--- src/rtl/web_mode_dispatcher.sv ---
// rtl/web_mode_dispatcher.sv - web shooter mode dispatcher with fluid/tracer/energy accounting
module web_mode_dispatcher #(
    parameter int FLUID_W      = 4,
    parameter int FLUID_MAX    = 15,
    parameter int TRACER_W     = 3,
    parameter int TRACER_MAX   = 6,
    parameter int ENERGY_W     = 8,
    parameter int ENERGY_MAX   = 200,
    parameter int TASER_E      = 50,
    parameter int RECHARGE_CYC = 16,
    parameter int COOL_CYC     = 4,
    parameter int RELOAD_CYC   = 8,
    parameter logic [8*FLUID_W-1:0] FLUID_COST =
        {4'd0, 4'd0, 4'd3, 4'd1, 4'd4, 4'd2, 4'd1, 4'd1}
) (
    input  logic                clk,
    input  logic                rst_n,
    input  logic                arm,
    input  logic [2:0]          sel,
    input  logic                req_valid,
    output logic                req_ready,
    output logic [7:0]          fire_onehot,
    output logic                done,
    output logic                denied,
    output logic                busy,
    output logic [FLUID_W-1:0]  fluid_level,
    output logic [TRACER_W-1:0] tracer_count,
    output logic [ENERGY_W-1:0] energy_level
);

    typedef enum logic [2:0] {
        S_IDLE,
        S_CHECK,
        S_FIRE,
        S_DENY,
        S_COOL,
        S_RELOAD
    } state_t;

    state_t               state_q, state_d;
    logic [2:0]           mode_q;
    logic [15:0]          phase_q;
    logic [FLUID_W-1:0]   fluid_q;
    logic [TRACER_W-1:0]  tracer_q;
    logic [ENERGY_W-1:0]  energy_q;
    logic [FLUID_W-1:0]   cost;
    logic                 can_fire;
    logic                 fire_go;
    logic                 reload_go;
    logic                 taser_go;
    logic                 tick;
    logic                 cool_last;
    logic                 reload_last;
    logic [ENERGY_W:0]    e_wide;
    logic [2:0]           sel_mode;

    // sel is wired bit-reversed relative to the mode number
    assign sel_mode = {sel[0], sel[1], sel[2]};
    assign cost     = FLUID_COST[32'(mode_q)*FLUID_W +: FLUID_W];

    assign can_fire = (fluid_q >= cost)
                   && ((mode_q != 3'd4) || (energy_q >= ENERGY_W'(TASER_E)))
                   && ((mode_q != 3'd6) || (tracer_q != '0));

    assign cool_last   = (32'(phase_q) + 32'd1 >= COOL_CYC);
    assign reload_last = (32'(phase_q) + 32'd1 >= RELOAD_CYC);

    always_comb begin
        state_d   = state_q;
        fire_go   = 1'b0;
        reload_go = 1'b0;
        case (state_q)
            S_IDLE:   if (req_valid && arm) state_d = S_CHECK;
            S_CHECK: begin
                if (mode_q == 3'd7) begin
                    state_d = S_RELOAD;
                end else if (can_fire) begin
                    state_d = S_FIRE;
                    fire_go = 1'b1;
                end else begin
                    state_d = S_DENY;
                end
            end
            S_FIRE:   state_d = (mode_q == 3'd7) ? S_IDLE : S_COOL;
            S_DENY:   state_d = S_IDLE;
            S_COOL:   if (cool_last) state_d = S_IDLE;
            S_RELOAD: begin
                if (reload_last) begin
                    state_d   = S_FIRE;
                    reload_go = 1'b1;
                end
            end
            default:  state_d = S_IDLE;
        endcase
    end

    assign taser_go = fire_go && (mode_q == 3'd4);

    generate
        if (RECHARGE_CYC != 0) begin : g_recharge
            logic [15:0] rc_q;
            always_ff @(posedge clk) begin
                if (!rst_n) begin
                    rc_q <= '0;
                end else if (rc_q == 16'(RECHARGE_CYC - 1)) begin
                    rc_q <= '0;
                end else begin
                    rc_q <= rc_q + 16'd1;
                end
            end
            assign tick = (rc_q == 16'(RECHARGE_CYC - 1));
        end else begin : g_no_recharge
            assign tick = 1'b0;
        end
    endgenerate

    // deduction only happens when energy covers it, so the sum never underflows
    always_comb begin
        e_wide = {1'b0, energy_q} + {{ENERGY_W{1'b0}}, tick}
               - (taser_go ? (ENERGY_W+1)'(TASER_E) : '0);
    end

    always_ff @(posedge clk) begin
        if (!rst_n) begin
            state_q  <= S_IDLE;
            mode_q   <= '0;
            phase_q  <= '0;
            fluid_q  <= FLUID_W'(FLUID_MAX);
            tracer_q <= TRACER_W'(TRACER_MAX);
            energy_q <= ENERGY_W'(ENERGY_MAX);
        end else begin
            state_q <= state_d;
            if (state_q == S_IDLE && req_valid && arm) mode_q <= sel_mode;
            if (state_d != state_q) begin
                phase_q <= '0;
            end else if (state_q == S_COOL || state_q == S_RELOAD) begin
                phase_q <= phase_q + 16'd1;
            end
            if (reload_go) begin
                fluid_q <= FLUID_W'(FLUID_MAX);
            end else if (fire_go) begin
                fluid_q <= fluid_q - cost;
            end
            if (fire_go && mode_q == 3'd6) tracer_q <= tracer_q - TRACER_W'(1);
            if (e_wide > (ENERGY_W+1)'(ENERGY_MAX)) begin
                energy_q <= ENERGY_W'(ENERGY_MAX);
            end else begin
                energy_q <= e_wide[ENERGY_W-1:0];
            end
        end
    end

    assign req_ready    = (state_q == S_IDLE) && arm;
    assign busy         = (state_q != S_IDLE);
    assign done         = (state_q == S_FIRE);
    assign denied       = (state_q == S_DENY);
    assign fire_onehot  = (state_q == S_FIRE) ? (8'b1 << mode_q) : 8'b0;
    assign fluid_level  = fluid_q;
    assign tracer_count = tracer_q;
    assign energy_level = energy_q;

endmodule
--- config.mk ---
export PLATFORM = sky130hd
export DESIGN_NAME = web_mode_dispatcher
export DESIGN_NICKNAME = d
export VERILOG_FILES = /design/src/rtl/web_mode_dispatcher.sv
export SDC_FILE = /design/constraint.sdc
export NUM_CORES = 1
export LEC_CHECK = 0
export BUFFER_PORTS_ARGS = -buffer_cell sky130_fd_sc_hd__buf_4
export CAP_MARGIN = 25
export CORE_ASPECT_RATIO = 1.4
export CORE_UTILIZATION = 50
export CTS_BUF_LIST = sky130_fd_sc_hd__clkbuf_4
export CTS_CLUSTER_SIZE = 25
export DETAILED_ROUTE_END_ITERATION = 12
export GPL_TIMING_DRIVEN = 0
export PLACE_DENSITY = 0.76
export SYNTH_ARGS = -nofsm -noshare
export SYNTH_HDL_FRONTEND = slang
export SYNTH_SLANG_ARGS = --single-unit
--- constraint.sdc ---
create_clock -name clk -period 7.2 [get_ports clk]
set_clock_uncertainty 0.2 [all_clocks]
set_input_delay 1.44 -clock clk [delete_from_list [all_inputs] [get_ports clk]]
set_output_delay 1.44 -clock clk [all_outputs]
set_load 0.03 [all_outputs]
Word-level counts from Yosys, hierarchy flattened --
Index checks and enable logic that the tools add are counted. Widths: inputs -> output; s select.
Storage, ports and cells: bits in registers 53, bits of input ports 7, output and inout bits 27, logic and storage cells 66
Cells by class: $add $sub $neg 7, $lt $le $gt $ge 5, equal/unequal tests 12, shift operators 2, mux-type cells 14, bitwise gates (word level) 1, reductions and logical operators 18
Operators with widths (count):
- $add 16x1->16 const B | 2
- $ge 32x3->1 const B | 1
- $shiftx 32x6->4 const A | 1
- $add 16x1->17 const B | 1
- $ge 17x4->1 const B | 1
- $eq 16x4->1 const B | 1
- $eq 3x3->1 const B | 5
- $mux 3 | 5
- $pmux 3 s5 | 1
- $add 8x1->9 | 1
- $gt 9x8->1 const B | 1
- $sub 9x6->9 | 1
- $ge 8x6->1 const B | 1
- $logic_and 1x1->1 | 8
- $mux 8 | 1
- $reduce_or 2->1 | 4
- $shl 1x3->8 const A | 1
- $eq 3x2->1 const B | 2
- $mux 1 | 6
- $mux 6 | 1
- $ne 3x3->1 const B | 2
- $reduce_bool 3->1 | 2
- $ge 4x4->1 | 1
- $sub 4x4->4 | 1
- 6 further kinds | 8

Longest topological paths before layout --
Gate-level depths: netlist (run 1).
depth in word-level cells 12, mapped depth 19, gate-level depth less buffers 18

Least setup slack after synthesis (run 1) --
No wires, ideal clock.
path type register to register, start register mode_q[0], end register energy_q[2], in the netlist energy_level[2], setup time 0.132 ns, data arrival time 4.362 ns, required time 6.868 ns, setup slack 2.505 ns, stages on the path, launching flop included 15, buffers on the path 1, period minus slack after synthesis 4.695 ns, path through dfxtp_1 -> clkbuf_1 -> o21ai_0 -> fa_1 -> a21bo_2 -> a211o_1 -> nand4_1 -> or4b_2 -> ha_1 -> ha_1 -> or2_2 -> o31a_1 -> a211oi_1 -> mux2i_1 -> nor3_1
Between the ends: word-level cells in the longest chain between the ends 12, elaborated cells between the ends (all ways) 18, those cells by class add/sub (1); order compare (2); eq/ne (4); shift (1); mux (4); reduce/logical (6)
RTL lines:
- start, declared | RTL line 41 | logic [2:0] mode_q;
- start signal, assigned | RTL line 133 | if (state_q == S_IDLE && req_valid && arm) mode_q <= sel_mode;
- $shiftx 32x6->4 / $ne 3x3->1 (equally long branches) | RTL line 59, 62
- $ge 4x4->1 / $logic_or 1x1->1 (equally long branches) | RTL line 61, 62
- $logic_and 1x1->1 | RTL line 62 | && ((mode_q != 3'd4) || (energy_q >= ENERGY_W'(TASER_E)))
- $logic_and 1x1->1 | RTL line 63 | && ((mode_q != 3'd6) || (tracer_q != '0));
- $mux 1 | RTL line 77 | end else if (can_fire) begin
- $mux 1 | RTL line 75 | if (mode_q == 3'd7) begin
- $mux 1 | RTL line 72 | case (state_q)
- $logic_and 1x1->1 (*) | RTL line 97 | assign taser_go = fire_go && (mode_q == 3'd4);
- $mux 6 (*) | RTL line 120 | - (taser_go ? (ENERGY_W+1)'(TASER_E) : '0);
- $sub 9x6->9 (*) | RTL line 120
- $gt 9x8->1 | RTL line 145 | if (e_wide > (ENERGY_W+1)'(ENERGY_MAX)) begin
- $reduce_or 2->1 (no source line)
- end signal, assigned | RTL line 130 | energy_q <= ENERGY_W'(ENERGY_MAX);
- end signal, assigned | RTL line 146 | energy_q <= ENERGY_W'(ENERGY_MAX);
- end signal, assigned | RTL line 148 | energy_q <= e_wide[ENERGY_W-1:0];
- end, declared | RTL line 45 | logic [ENERGY_W-1:0] energy_q;
Mark *: on every way between the ends. The rest lies on a longest branch, timed or not. A chain may end at the register's enable or synchronous reset.

Worst setup path in the final report (run 1) --
start register mode_q[0], end register energy_q[0], in the netlist energy_level[0]
Between the ends: word-level cells in the longest chain between the ends 12, elaborated cells between the ends (all ways) 18, those cells by class add/sub (1); order compare (2); eq/ne (4); shift (1); mux (4); reduce/logical (6)
RTL lines (RTL line):
- $shiftx 32x6->4 / $ne 3x3->1 (equally long branches) | 59, 62
- $ge 4x4->1 / $logic_or 1x1->1 (equally long branches) | 61, 62
- $logic_and 1x1->1 | 62
- $logic_and 1x1->1 | 63
- $mux 1 | 77
- $mux 1 | 75
- $mux 1 | 72
- $logic_and 1x1->1 (*) | 97
- $mux 6 (*) | 120
- $sub 9x6->9 (*) | 120
- $gt 9x8->1 (*) | 145
- $reduce_or 2->1 (no source line) (*)
Marks and branches as above.

==> results of run 1 <==
## flip-flops by register name, summed over array words and instances, names as in the netlist
signal,flops
g_recharge.rc_q,16
mode_q,3
energy_level,8
state_q,3
tracer_count,3
fluid_level,4
phase_q,16
## kinds of logic (layout without fill, tap and decap cells)
logic type,count (synthesis),count (layout),synth area share [%]
DFF,53,53,32.5
adders and majority gates,24,24,9.42
xor gates and xnor gates,36,36,9.65
AOI/OAI and AO/OA,48,48,10.9
buffers and inverters,41,80,6.55
and+or+nand+nor,172,172,28.5
muxes,8,8,2.49
## cells in the final DEF, fill, tap and decap left out, types with 2 or more instances in the layout
cell type,n
nand3_1,19
xor2_1,17
or3_1,4
buf_2,3
clkbuf_8,2
nor2b_1,3
nor4_1,6
o311ai_0,2
nor3b_1,2
o211ai_1,3
a21oi_1,9
dfxtp_1,53
or4_1,2
and3_1,9
o311a_1,2
nand4_1,8
nand2b_1,8
nand2_1,22
buf_4,32
nand3_4,2
nor2_1,56
inv_1,29
clkbuf_4,5
and2_1,2
mux2i_1,7
xnor2_1,19
o21ai_0,11
a311o_1,3
ha_1,23
o21a_1,3
clkbuf_1,5
nor3_1,17
nand3b_1,2
## worst max-delay path by stage
stage / to / depth (start not counted) / slack (ps)
2_1_floorplan: energy_level[2]$_SDFF_PP0_ / 14 / 2510
3_3_place_gp: energy_level[2]$_SDFF_PP0_ / 14 / 1890
3_5_place_dp: energy_level[2]$_SDFF_PP0_ / 14 / 1780
4_1_cts: energy_level[2]$_SDFF_PP0_ / 14 / 1750
5_1_grt: energy_level[1]$_SDFF_PP0_ / 14 / 1450
6_report: energy_level[0]$_SDFF_PP0_ / 14 / 1760
## layer usage
layer / part of all wire [%] / vias up / wire, um
met1: 41 / 1311 / 2790
li1: - / 1404 / -
met5: 0 / - / 0
met2: 55 / 46 / 3790
met3: 3.3 / 4 / 225
met4: 0.74 / 0 / 51
## metrics by stage
stage / instances / setup slack, ps / area, um^2
after floorplan: 382 / 2510 / 3270
after global placement: 486 / 1890 / 3600
after detailed placement: 486 / 1780 / 3600
after CTS: 493 / 1750 / 3650
after global routing: 493 / 1450 / 3650
final: 493 / 1760 / 3650
## worst max-delay path: stages, from the launching register on
cell and delay [ps]:
dfxtp_1 440, clkbuf_1 360, o21ai_0 260, fa_1 460, a21bo_2 210, a211o_1 150
nand4_1 360, or4b_2 820, ha_1 320, ha_1 330, or2_2 300, o31a_1 130
a211oi_1 400, mux2i_1 470, nor3_1 100
## power groups by stage
stage | clock (W) | sequential [W] | combinational (W)
final | 0.000127 | 0.000308 | 0.000154
after global routing | 0.000143 | 0.000310 | 0.000170
after CTS | 0.000131 | 0.000308 | 0.000154
after detailed placement | 0 | 0.000315 | 0.000154
after global placement | 0 | 0.000314 | 0.000150
after floorplan | 0 | 0.000323 | 0.000108
## layout make-up
class	instances	area [um^2]	share of cell area, %
Inverter	29	109	2.99
Clock inverter	2	11.3	0.309
Sequential cell	53	1060	29.1
Timing Repair Buffer	32	240	6.59
Clock buffer	5	37.5	1.03
Multi-Input combinational cell	288	1990	54.6
Tap cell	72	90.1	2.47
Buffer	12	105	2.88
==> flow_metrics.env, run 1 <==
export IMPL_clkPwrFrac_pct=21.5
export IMPL_path_clk_slew_ps=160
export IMPL_syn_inst=382
export IMPL_avgSynthCellArea_um2=8.55
export IMPL_total_power_w=0.000589
export IMPL_hpwlAfterDp_mm=5.31
export IMPL_start_kind="flop"
export IMPL_met1_usage_pct=23.0
export IMPL_cp_max_fo=10
export IMPL_synthArstFlopShare_pct=0
export IMPL_fin_nets=452
export IMPL_hold_buffers=0
export IMPL_setup_viol=0
export IMPL_htreeDepth=2
export IMPL_gp_congestion=0.831
export IMPL_timing_fmax_mhz=184
export IMPL_crit_start="mode_q[0]$_SDFFE_PN0P_"
export IMPL_syn_nets=413
export IMPL_maxCapViolations=0
export IMPL_r2r_setup_slack_ps=1760
export IMPL_finalSetupTns_ps=0
export IMPL_track_usage_pct=20.8
export IMPL_cts_made_buffers=5
export IMPL_reg2reg_depth=14
export IMPL_final_core_util_pct=58.3
export IMPL_syn_area_um2=3270
export IMPL_powerDensity_nw_per_um2=162
export IMPL_crit_arrival_ps=5490
export IMPL_fin_crit_sh_pct=75.5
export IMPL_cts_path_max_buffers=2
export IMPL_cp_end_kind="flop"
export IMPL_synth_most_common_cell="nor2_1"
export IMPL_hp_class="flop to flop"
export IMPL_cts_tree="done"
export IMPL_holdPathEnd="g_recharge.rc_q[0]$_SDFF_PP0_"
export IMPL_antenna_found_initial=0
export IMPL_clockRootBuffer="clkbuf_4"
export IMPL_dr_pass1_iters=4
export IMPL_drive_above_1_share_pct=14.7
export IMPL_synth_top_cells_by_area="dfxtp_1 32%, ha_1 8.8%, nor2_1 6.4%, xnor2_1 5.1%, xor2_1 4.6%"
export IMPL_die_area_um2=6870
export IMPL_drv_slew=0
export IMPL_synth_common_cells="56 x nor2_1, 53 x dfxtp_1, 29 x inv_1"
export IMPL_grt_pass1_vias=2732
export IMPL_gr_usage_met3_pct=4.15
export IMPL_num_rows=34
export IMPL_area_growth_pct=11.6
export IMPL_p_switching_w=0.000186
export IMPL_min_from="g_recharge.rc_q[0]$_SDFF_PP0_"
export IMPL_synth_edf_count=0
export IMPL_start_util_pct=52.2
export IMPL_p_int_w=0.000403
export IMPL_power_leakage_nw=1.51
export IMPL_switching_share_pct=31.5
export IMPL_post_cts_buffers=0
export IMPL_port_buffers=32
export IMPL_irDropWorstVdd_v=0.000173
export IMPL_status="finished clean"
export IMPL_rsz0062_at_grt="false"
export IMPL_core_um2=6250
export IMPL_ys_warn_count=0
export IMPL_antenna_left=0
export IMPL_path_class="flop to flop"
export IMPL_synthDominantCellAreaShare_pct=32.5
export IMPL_grt_pass1_wl_mm=11.7
export IMPL_post_cts_resized=0
export IMPL_worst_slew_pin_slew_ps=536
export IMPL_p_comb_share_pct=26.2
export IMPL_totalWireLength_mm=6.85
export IMPL_critical_path_required_ps=7250
export IMPL_grt_busiest_layer="met2"
export IMPL_first_iter_violations=92
export IMPL_seq_power_share_pct=52.3
export IMPL_vias=2765
export IMPL_ys_flop_type="dfxtp_1"
export IMPL_whs_ps=250
export IMPL_met2_usage_pct=39.3
export IMPL_via_per_inst=5.61
export IMPL_drc=0
export IMPL_dieHeight_um=97.6
export IMPL_gr_total_overflow=0
export IMPL_die_w_um=70.3
export IMPL_min_period_ps=5440
export IMPL_cts_num_sinks=53
export IMPL_relSlewSlack_pct=63.8
export IMPL_finalHoldViolCount=0
export IMPL_r2r_start="mode_q[0]$_SDFFE_PN0P_"
export IMPL_synth_seq_cells=53
export IMPL_synth_top_cell_by_area="dfxtp_1"
export IMPL_wl_per_cell_um=13.9
export IMPL_fill_cells=594
export IMPL_clock_latency_ps=370
export IMPL_diodes=0
export IMPL_hold_depth=1
export IMPL_r2r_end="energy_level[0]$_SDFF_PP0_"
export IMPL_synth_cell_types=60
export IMPL_grt_max_degree=16
export IMPL_ys_seq_area_share_pct=32.5
export IMPL_pin_count=34
No activity file was read; power rests on OpenSTA's default activity.
==> inputs of run 2 (changes only) <==
--- a/config.mk
+++ b/config.mk
@@ -5,6 +5,7 @@
 export SDC_FILE = /design/constraint.sdc
 export NUM_CORES = 1
 export LEC_CHECK = 0
+export ABC_AREA = 1
 export BUFFER_PORTS_ARGS = -buffer_cell sky130_fd_sc_hd__buf_4
 export CAP_MARGIN = 25
 export CORE_ASPECT_RATIO = 1.4
==> constraint.sdc (replaced) <==
create_clock -name clk -period 5.3 [get_ports clk]
set_clock_uncertainty 0.2 [all_clocks]
set_input_delay 1.06 -clock clk [delete_from_list [all_inputs] [get_ports clk]]
set_output_delay 1.06 -clock clk [all_outputs]
set_load 0.03 [all_outputs]
==> run 2 against run 1 <==
  * Sequential share of layout area is 0.95 points lower
  * Core utilization is 0.55 points lower
  * Worst hold slack better by 27 ps
  * Critical endpoint is now energy_level[4]$_SDFF_PP0_
  * Clock-buffer cell count did not move
  * Die area is 2.9% higher
  * Critical path type unchanged
  * Worst setup slack got worse by 830 ps
  * Area after synthesis rose by 3.0%
  * Cell area up 3.4%
  * Cell count is 22% higher
  * The flow now finishes with violations (design-rule violations)
  * Register-to-register slack got worse by 830 ps
==> flow_metrics.env, run 2 <==
export IMPL_synth_edf_count=0
export IMPL_most_common_layout_cells="97 x nand2_1, 69 x inv_1, 58 x nor2_1, 53 x dfxtp_1, 34 x buf_4"
export IMPL_crit_arrival_ps=4490
export IMPL_cts_path_max_buffers=2
export IMPL_synth_common_cells="97 x nand2_1, 69 x inv_1, 58 x nor2_1"
export IMPL_violations="design-rule violations"
export IMPL_irDropWorstVdd_v=0.000238
export IMPL_post_cts_buffers=0
export IMPL_relSlewSlack_pct=67.5
export IMPL_min_period_ps=4360
export IMPL_port_buffers=33
export IMPL_synth_seq_cells=53
export IMPL_gp_congestion=0.882
export IMPL_ys_flop_type="dfxtp_1"
export IMPL_cts_made_buffers=5
export IMPL_synth_top_cells_by_area="dfxtp_1 32%, nand2_1 11%, ha_1 8.6%, inv_1 7.7%, nor2_1 6.5%"
export IMPL_pin_count=34
export IMPL_ys_warn_count=0
export IMPL_total_power_w=0.000955
export IMPL_powerDensity_nw_per_um2=254
export IMPL_dr_pass1_iters=8
export IMPL_grt_pass1_vias=3019
export IMPL_antenna_left=0
export IMPL_worst_slew_pin_slew_ps=482
export IMPL_antenna_found_initial=0
export IMPL_synthDominantCellAreaShare_pct=31.5
export IMPL_grt_pass1_wl_mm=12.4
export IMPL_setup_viol=0
export IMPL_fin_nets=557
export IMPL_cts_tree="done"
export IMPL_htreeDepth=2
export IMPL_synth_adder_area_share_pct=9.14
export IMPL_maxCapViolations=0
export IMPL_hold_buffers=0
export IMPL_synth_mux_area_fraction_pct=0.297
export IMPL_wl_per_cell_um=12.0
export IMPL_syn_area_um2=3370
export IMPL_dieHeight_um=99.1
export IMPL_cts_num_sinks=53
export IMPL_hp_class="flop to flop"
export IMPL_clockRootBuffer="clkbuf_4"
export IMPL_synth_cell_types=42
export IMPL_hold_depth=1
export IMPL_power_leakage_nw=1.74
export IMPL_avgSynthCellArea_um2=6.93
export IMPL_drc=1
export IMPL_drv_slew=0
export IMPL_cp_end_kind="flop"
export IMPL_via_per_inst=5.25
export IMPL_rsz0062_at_grt="false"
export IMPL_min_from="g_recharge.rc_q[0]$_SDFF_PP0_"
export IMPL_core_um2=6530
export IMPL_post_cts_resized=0
export IMPL_seq_area_um2=1060
export IMPL_hpwlAfterDp_mm=5.86
export IMPL_finalSetupTns_ps=0
export IMPL_mostFrequentLayoutCell="nand2_1"
export IMPL_cp_max_fo=8
export IMPL_switching_share_pct=38.4
export IMPL_p_int_w=0.000589
export IMPL_first_iter_violations=100
export IMPL_start_kind="flop"
export IMPL_gr_total_overflow=0
export IMPL_clkPwrFrac_pct=20.6
export IMPL_totalWireLength_mm=7.22
export IMPL_num_rows=35
export IMPL_die_area_um2=7070
export IMPL_timing_fmax_mhz=229
export IMPL_die_w_um=71.3
export IMPL_multi_input_area_um2=1980
export IMPL_synth_most_common_cell="nand2_1"
export IMPL_ys_seq_area_share_pct=31.5
export IMPL_fin_crit_sh_pct=82.4
export IMPL_synth_top_family_by_area="simple AND/OR/NAND/NOR gates"
export IMPL_seq_power_share_pct=45.5
export IMPL_path_clk_slew_ps=180
export IMPL_grt_max_degree=19
export IMPL_crit_start="mode_q[2]$_SDFFE_PN0P_"
export IMPL_status="finished, violations left"
export IMPL_synthSimpleGateAreaFrac_pct=35.3
export IMPL_p_comb_share_pct=33.9
export IMPL_critical_path_required_ps=5430
export IMPL_synth_top_cell_by_area="dfxtp_1"
export IMPL_track_usage_pct=21.8
export IMPL_synth_compound_gate_area_share_pct=10.8
export IMPL_reg2reg_depth=20
export IMPL_yosys_area_share_xor_xnor_pct=3.38
export IMPL_start_util_pct=51.6
export IMPL_syn_nets=517
export IMPL_r2r_start="mode_q[2]$_SDFFE_PN0P_"
export IMPL_vias=3157
export IMPL_fill_cells=643
export IMPL_diodes=0
export IMPL_p_switching_w=0.000367
export IMPL_drive_above_1_share_pct=15.2
export IMPL_path_class="flop to flop"
export IMPL_clock_latency_ps=390
export IMPL_syn_inst=486
export IMPL_synthArstFlopShare_pct=0
export IMPL_area_growth_pct=12.0
export IMPL_finalHoldViolCount=0
==> run 2: critical path, cell delays in order (launching register included) <==
cell	delay, ps
dfxtp_1	340
clkbuf_1	250
nor2_1	90
a21oi_1	170
inv_1	80
fa_1	430
nand2_1	80
a211oi_1	60
nor3_1	340
nand4_1	250
ha_1	360
inv_1	40
ha_1	210
o21ai_0	380
a21oi_1	140
o21ai_0	220
xor2_1	210
nor2_1	70
nand2_1	140
nand2_1	130
nor2_1	100
==> run 2: cells by family (layout without fill, tap and decap cells) <==
family / Yosys count / after routing
simple gates: 251 / 251
buf+inv: 79 / 120
compound gates: 65 / 65
flops: 53 / 53
fa+ha+maj: 24 / 24
xor+xnor: 13 / 13
mux: 1 / 1
==> run 2: through the flow <==
stage / utilization, % / area, um^2 / hold WS (ps) / std cells / setup slack (ps)
final: 57.8 / 3770 / 277 / 601 / 935
after global placement: 56.8 / 3710 / 229 / 593 / 1060
after global routing: 57.8 / 3770 / 305 / 601 / 529
after detailed placement: 56.8 / 3710 / 259 / 593 / 1010
after floorplan: - / 3370 / 218 / 486 / 1610
after CTS: 57.8 / 3770 / 287 / 601 / 964
==> run 2: power by group through the flow <==
stage	Combinational [W]	Clock [W]	Sequential [W]
after CTS	0.000324	0.000204	0.000435
after floorplan	0.000231	0	0.000460
after global placement	0.000317	0	0.000442
after detailed placement	0.000322	0	0.000443
after global routing	0.000372	0.000219	0.000437
final	0.000324	0.000197	0.000435
==> run 2: worst paths after layout <==
path	to	slack, ps
max	energy_level[4]$_SDFF_PP0_	940
min	g_recharge.rc_q[0]$_SDFF_PP0_	280
max reg2reg	energy_level[4]$_SDFF_PP0_	940
min reg2reg	g_recharge.rc_q[0]$_SDFF_PP0_	280
==> run 2: layout make-up <==
class	count	share of cell area, %
buffer	7	1.29
clock buffer	5	0.996
clock inverter	3	0.664
inverter	72	7.20
multi-input combinational	354	52.7
sequential	53	28.2
tap	74	2.46
timing repair buffer	33	6.57
==> run 2: metal layers <==
metal	vias to the layer above	GRT usage (%)	share of wire, %
met4	0	9.08	2.4
met5	-	0	0
li1	1649	-	-
met2	52	41.5	53
met1	1439	23.2	42
met3	17	3.37	2.9
==> inputs of run 3 (changes only) <==
--- a/config.mk
+++ b/config.mk
@@ -5,7 +5,7 @@
 export SDC_FILE = /design/constraint.sdc
 export NUM_CORES = 1
 export LEC_CHECK = 0
-export ABC_AREA = 1
+export ABC_AREA = 0
 export BUFFER_PORTS_ARGS = -buffer_cell sky130_fd_sc_hd__buf_4
 export CAP_MARGIN = 25
 export CORE_ASPECT_RATIO = 1.4
==> constraint.sdc (replaced) <==
create_clock -name clk -period 4.3 [get_ports clk]
set_clock_uncertainty 0.2 [all_clocks]
set_input_delay 0.86 -clock clk [delete_from_list [all_inputs] [get_ports clk]]
set_output_delay 0.86 -clock clk [all_outputs]
set_load 0.03 [all_outputs]
==> run 3 against run 2 <==
  * The run now ends clean
  * Cell count decreased by 17%
  * Sequential cell count stayed put
  * Sequential power increased by 19%
  * First-iteration DRC count is 27% lower
  * Critical endpoint is now energy_level[2]$_SDFF_PP0_
  * Worst setup slack lost 770 ps
  * Clock power rose by 26%
  * Global-route usage decreased by 0.14 points
==> flow_metrics.env, run 3 (synthesized netlist as in run 1, its figures left out) <==
export IMPL_diodes=0
export IMPL_dieHeight_um=97.6
export IMPL_setup_viol=0
export IMPL_fin_nets=457
export IMPL_reg2reg_depth=18
export IMPL_status="finished clean"
export IMPL_drc=0
export IMPL_fin_ws_ps=166
export IMPL_path_class="flop to flop"
export IMPL_maxCapViolations=0
export IMPL_cts_tree="done"
export IMPL_most_common_layout_cells="56 x nor2_1, 50 x dfxtp_1, 39 x buf_4, 29 x inv_1, 22 x nand2_1"
export IMPL_grt_pass1_vias=2862
export IMPL_fin_crit_sh_pct=96.1
export IMPL_start_util_pct=52.2
export IMPL_cts_path_max_buffers=2
export IMPL_die_w_um=70.3
export IMPL_switching_share_pct=33.1
export IMPL_cts_num_sinks=53
export IMPL_min_from="g_recharge.rc_q[0]$_SDFF_PP0_"
export IMPL_antenna_left=0
export IMPL_p_comb_share_pct=28.5
export IMPL_htreeDepth=2
export IMPL_via_per_inst=5.63
export IMPL_core_um2=6250
export IMPL_clockRootBuffer="clkbuf_4"
export IMPL_cp_end_kind="flop"
export IMPL_gr_total_overflow=0
export IMPL_grt_pass1_wl_mm=12.2
export IMPL_drive_above_1_share_pct=20.4
export IMPL_relSlewSlack_pct=64.1
export IMPL_totalWireLength_mm=7.15
export IMPL_crit_arrival_ps=4230
export IMPL_hp_class="flop to flop"
export IMPL_grt_max_degree=20
export IMPL_antenna_found_initial=0
export IMPL_min_period_ps=4130
export IMPL_hold_depth=1
export IMPL_timing_fmax_mhz=242
export IMPL_finalNonFillerCells=499
export IMPL_vias=2808
export IMPL_drv_slew=0
export IMPL_critical_path_required_ps=4400
export IMPL_p_switching_w=0.000354
export IMPL_r2r_start="mode_q[1]$_SDFFE_PN0P_"
export IMPL_clock_latency_ps=380
export IMPL_start_kind="flop"
export IMPL_cts_made_buffers=5
export IMPL_wl_per_cell_um=14.3
export IMPL_final_core_util_pct=61.4
export IMPL_worst_slew_pin_slew_ps=538
export IMPL_path_clk_slew_ps=170
export IMPL_r2r_setup_slack_ps=170
export IMPL_seq_power_share_pct=48.4
export IMPL_hpwlAfterDp_mm=5.43
export IMPL_pre_cts_ws_ps=-551
export IMPL_dp_cells=486
export IMPL_track_usage_pct=21.7
export IMPL_area_growth_pct=17.5
export IMPL_num_rows=34
export IMPL_pin_count=34
export IMPL_first_iter_violations=73
export IMPL_die_area_um2=6870
export IMPL_irDropWorstVdd_v=0.000242
export IMPL_powerDensity_nw_per_um2=279
export IMPL_holdPathEnd="g_recharge.rc_q[0]$_SDFF_PP0_"
export IMPL_fill_cells=536
export IMPL_dr_pass1_iters=4
export IMPL_power_leakage_nw=1.57
export IMPL_r2r_end="energy_level[2]$_SDFF_PP0_"
export IMPL_finalHoldViolCount=0
export IMPL_clkPwrFrac_pct=23.2
export IMPL_gp_congestion=0.846
export IMPL_cp_max_fo=5
export IMPL_port_buffers=32
export IMPL_mostFrequentLayoutCell="nor2_1"
export IMPL_p_int_w=0.000717
## run 3: cell types whose count changed in the layout (fill, tap and decap cells not counted), moves of 6 or more
cell      previous run  this run
xor2_1              10        17
a21oi_1             21         8
o21ai_0             32         9
nand2_1             97        22
inv_1               69        29
nand2b_1             0         7
nand2_2              8         0
and3_1               2         9
xnor2_1              3        19
nand3_1             24        18
nor2_2              17         0
## run 3: cell type report
cell class | instances | area [um^2] | area share (%)
sequential | 53 | 1070 | 27.8
multi-input combinational | 288 | 2110 | 55.0
clock buffer | 5 | 37.5 | 0.978
timing repair buffer | 37 | 278 | 7.24
buffer | 12 | 118 | 3.06
tap | 72 | 90.1 | 2.35
clock inverter | 3 | 28.8 | 0.750
inverter | 29 | 109 | 2.84
## run 3: how the worst max path moves through the flow
stage,start,to,slack [ps],cells past startpoint
4_1_cts,mode_q[0]$_SDFFE_PN0P_,energy_level[2]$_SDFF_PP0_,10,18
2_1_floorplan,mode_q[1]$_SDFFE_PN0P_,energy_level[3]$_SDFF_PP1_,10,17
3_3_place_gp,mode_q[1]$_SDFFE_PN0P_,energy_level[3]$_SDFF_PP1_,-500,17
3_5_place_dp,mode_q[1]$_SDFFE_PN0P_,energy_level[3]$_SDFF_PP1_,-550,17
6_report,mode_q[1]$_SDFFE_PN0P_,energy_level[2]$_SDFF_PP0_,170,18
5_1_grt,mode_q[2]$_SDFFE_PN0P_,energy_level[4]$_SDFF_PP0_,-30,17
## run 3: per-layer routing
metal	global-route usage [%]	vias up	wire length (um)
met5	0	-	0
met3	4.46	18	281
met4	10.6	0	209
li1	-	1415	-
met2	39.9	61	3840
met1	22.6	1314	2820
## run 3: per-stage QoR
step / power [W] / TNS (ps) / area, um^2 / hold slack [ps]
4_1_cts: 0.00107 / 0 / 3780 / 260
2_1_floorplan: 0.000729 / 0 / 3280 / 213
3_5_place_dp: 0.000794 / -4120 / 3610 / 239
5_1_grt: 0.00113 / -87.5 / 3840 / 297
3_3_place_gp: 0.000787 / -3750 / 3610 / 230
6_report: 0.00107 / 0 / 3840 / 265
## run 3: power by group through the flow
stage | Sequential [W] | Combinational (W) | Clock [W]
floorplan | 0.000540 | 0.000188 | 0
global placement | 0.000527 | 0.000260 | 0
detailed placement | 0.000527 | 0.000267 | 0
CTS | 0.000518 | 0.000291 | 0.000261
global route | 0.000520 | 0.000335 | 0.000277
finish | 0.000518 | 0.000305 | 0.000248
## run 3: worst max-delay path, stage by stage (launching register included)
cell and delay (ps):
dfxtp_2 370, buf_6 110, inv_1 70, ha_1 220
fa_2 350, a21bo_2 190, a211o_1 130, nand4_1 120
or4b_4 570, ha_4 240, inv_1 60, ha_1 160
nand2b_1 120, a21oi_2 70, o31a_1 300, a211oi_4 310
mux2i_2 240, buf_4 160, nor3_1 50
## run 3: timing repair
item,in CTS,in global routing
pin swaps,4,5
endpoints found under the setup margin,8,8
hold buffers,0,0
buffers inserted,4,1
resized for setup,17,10
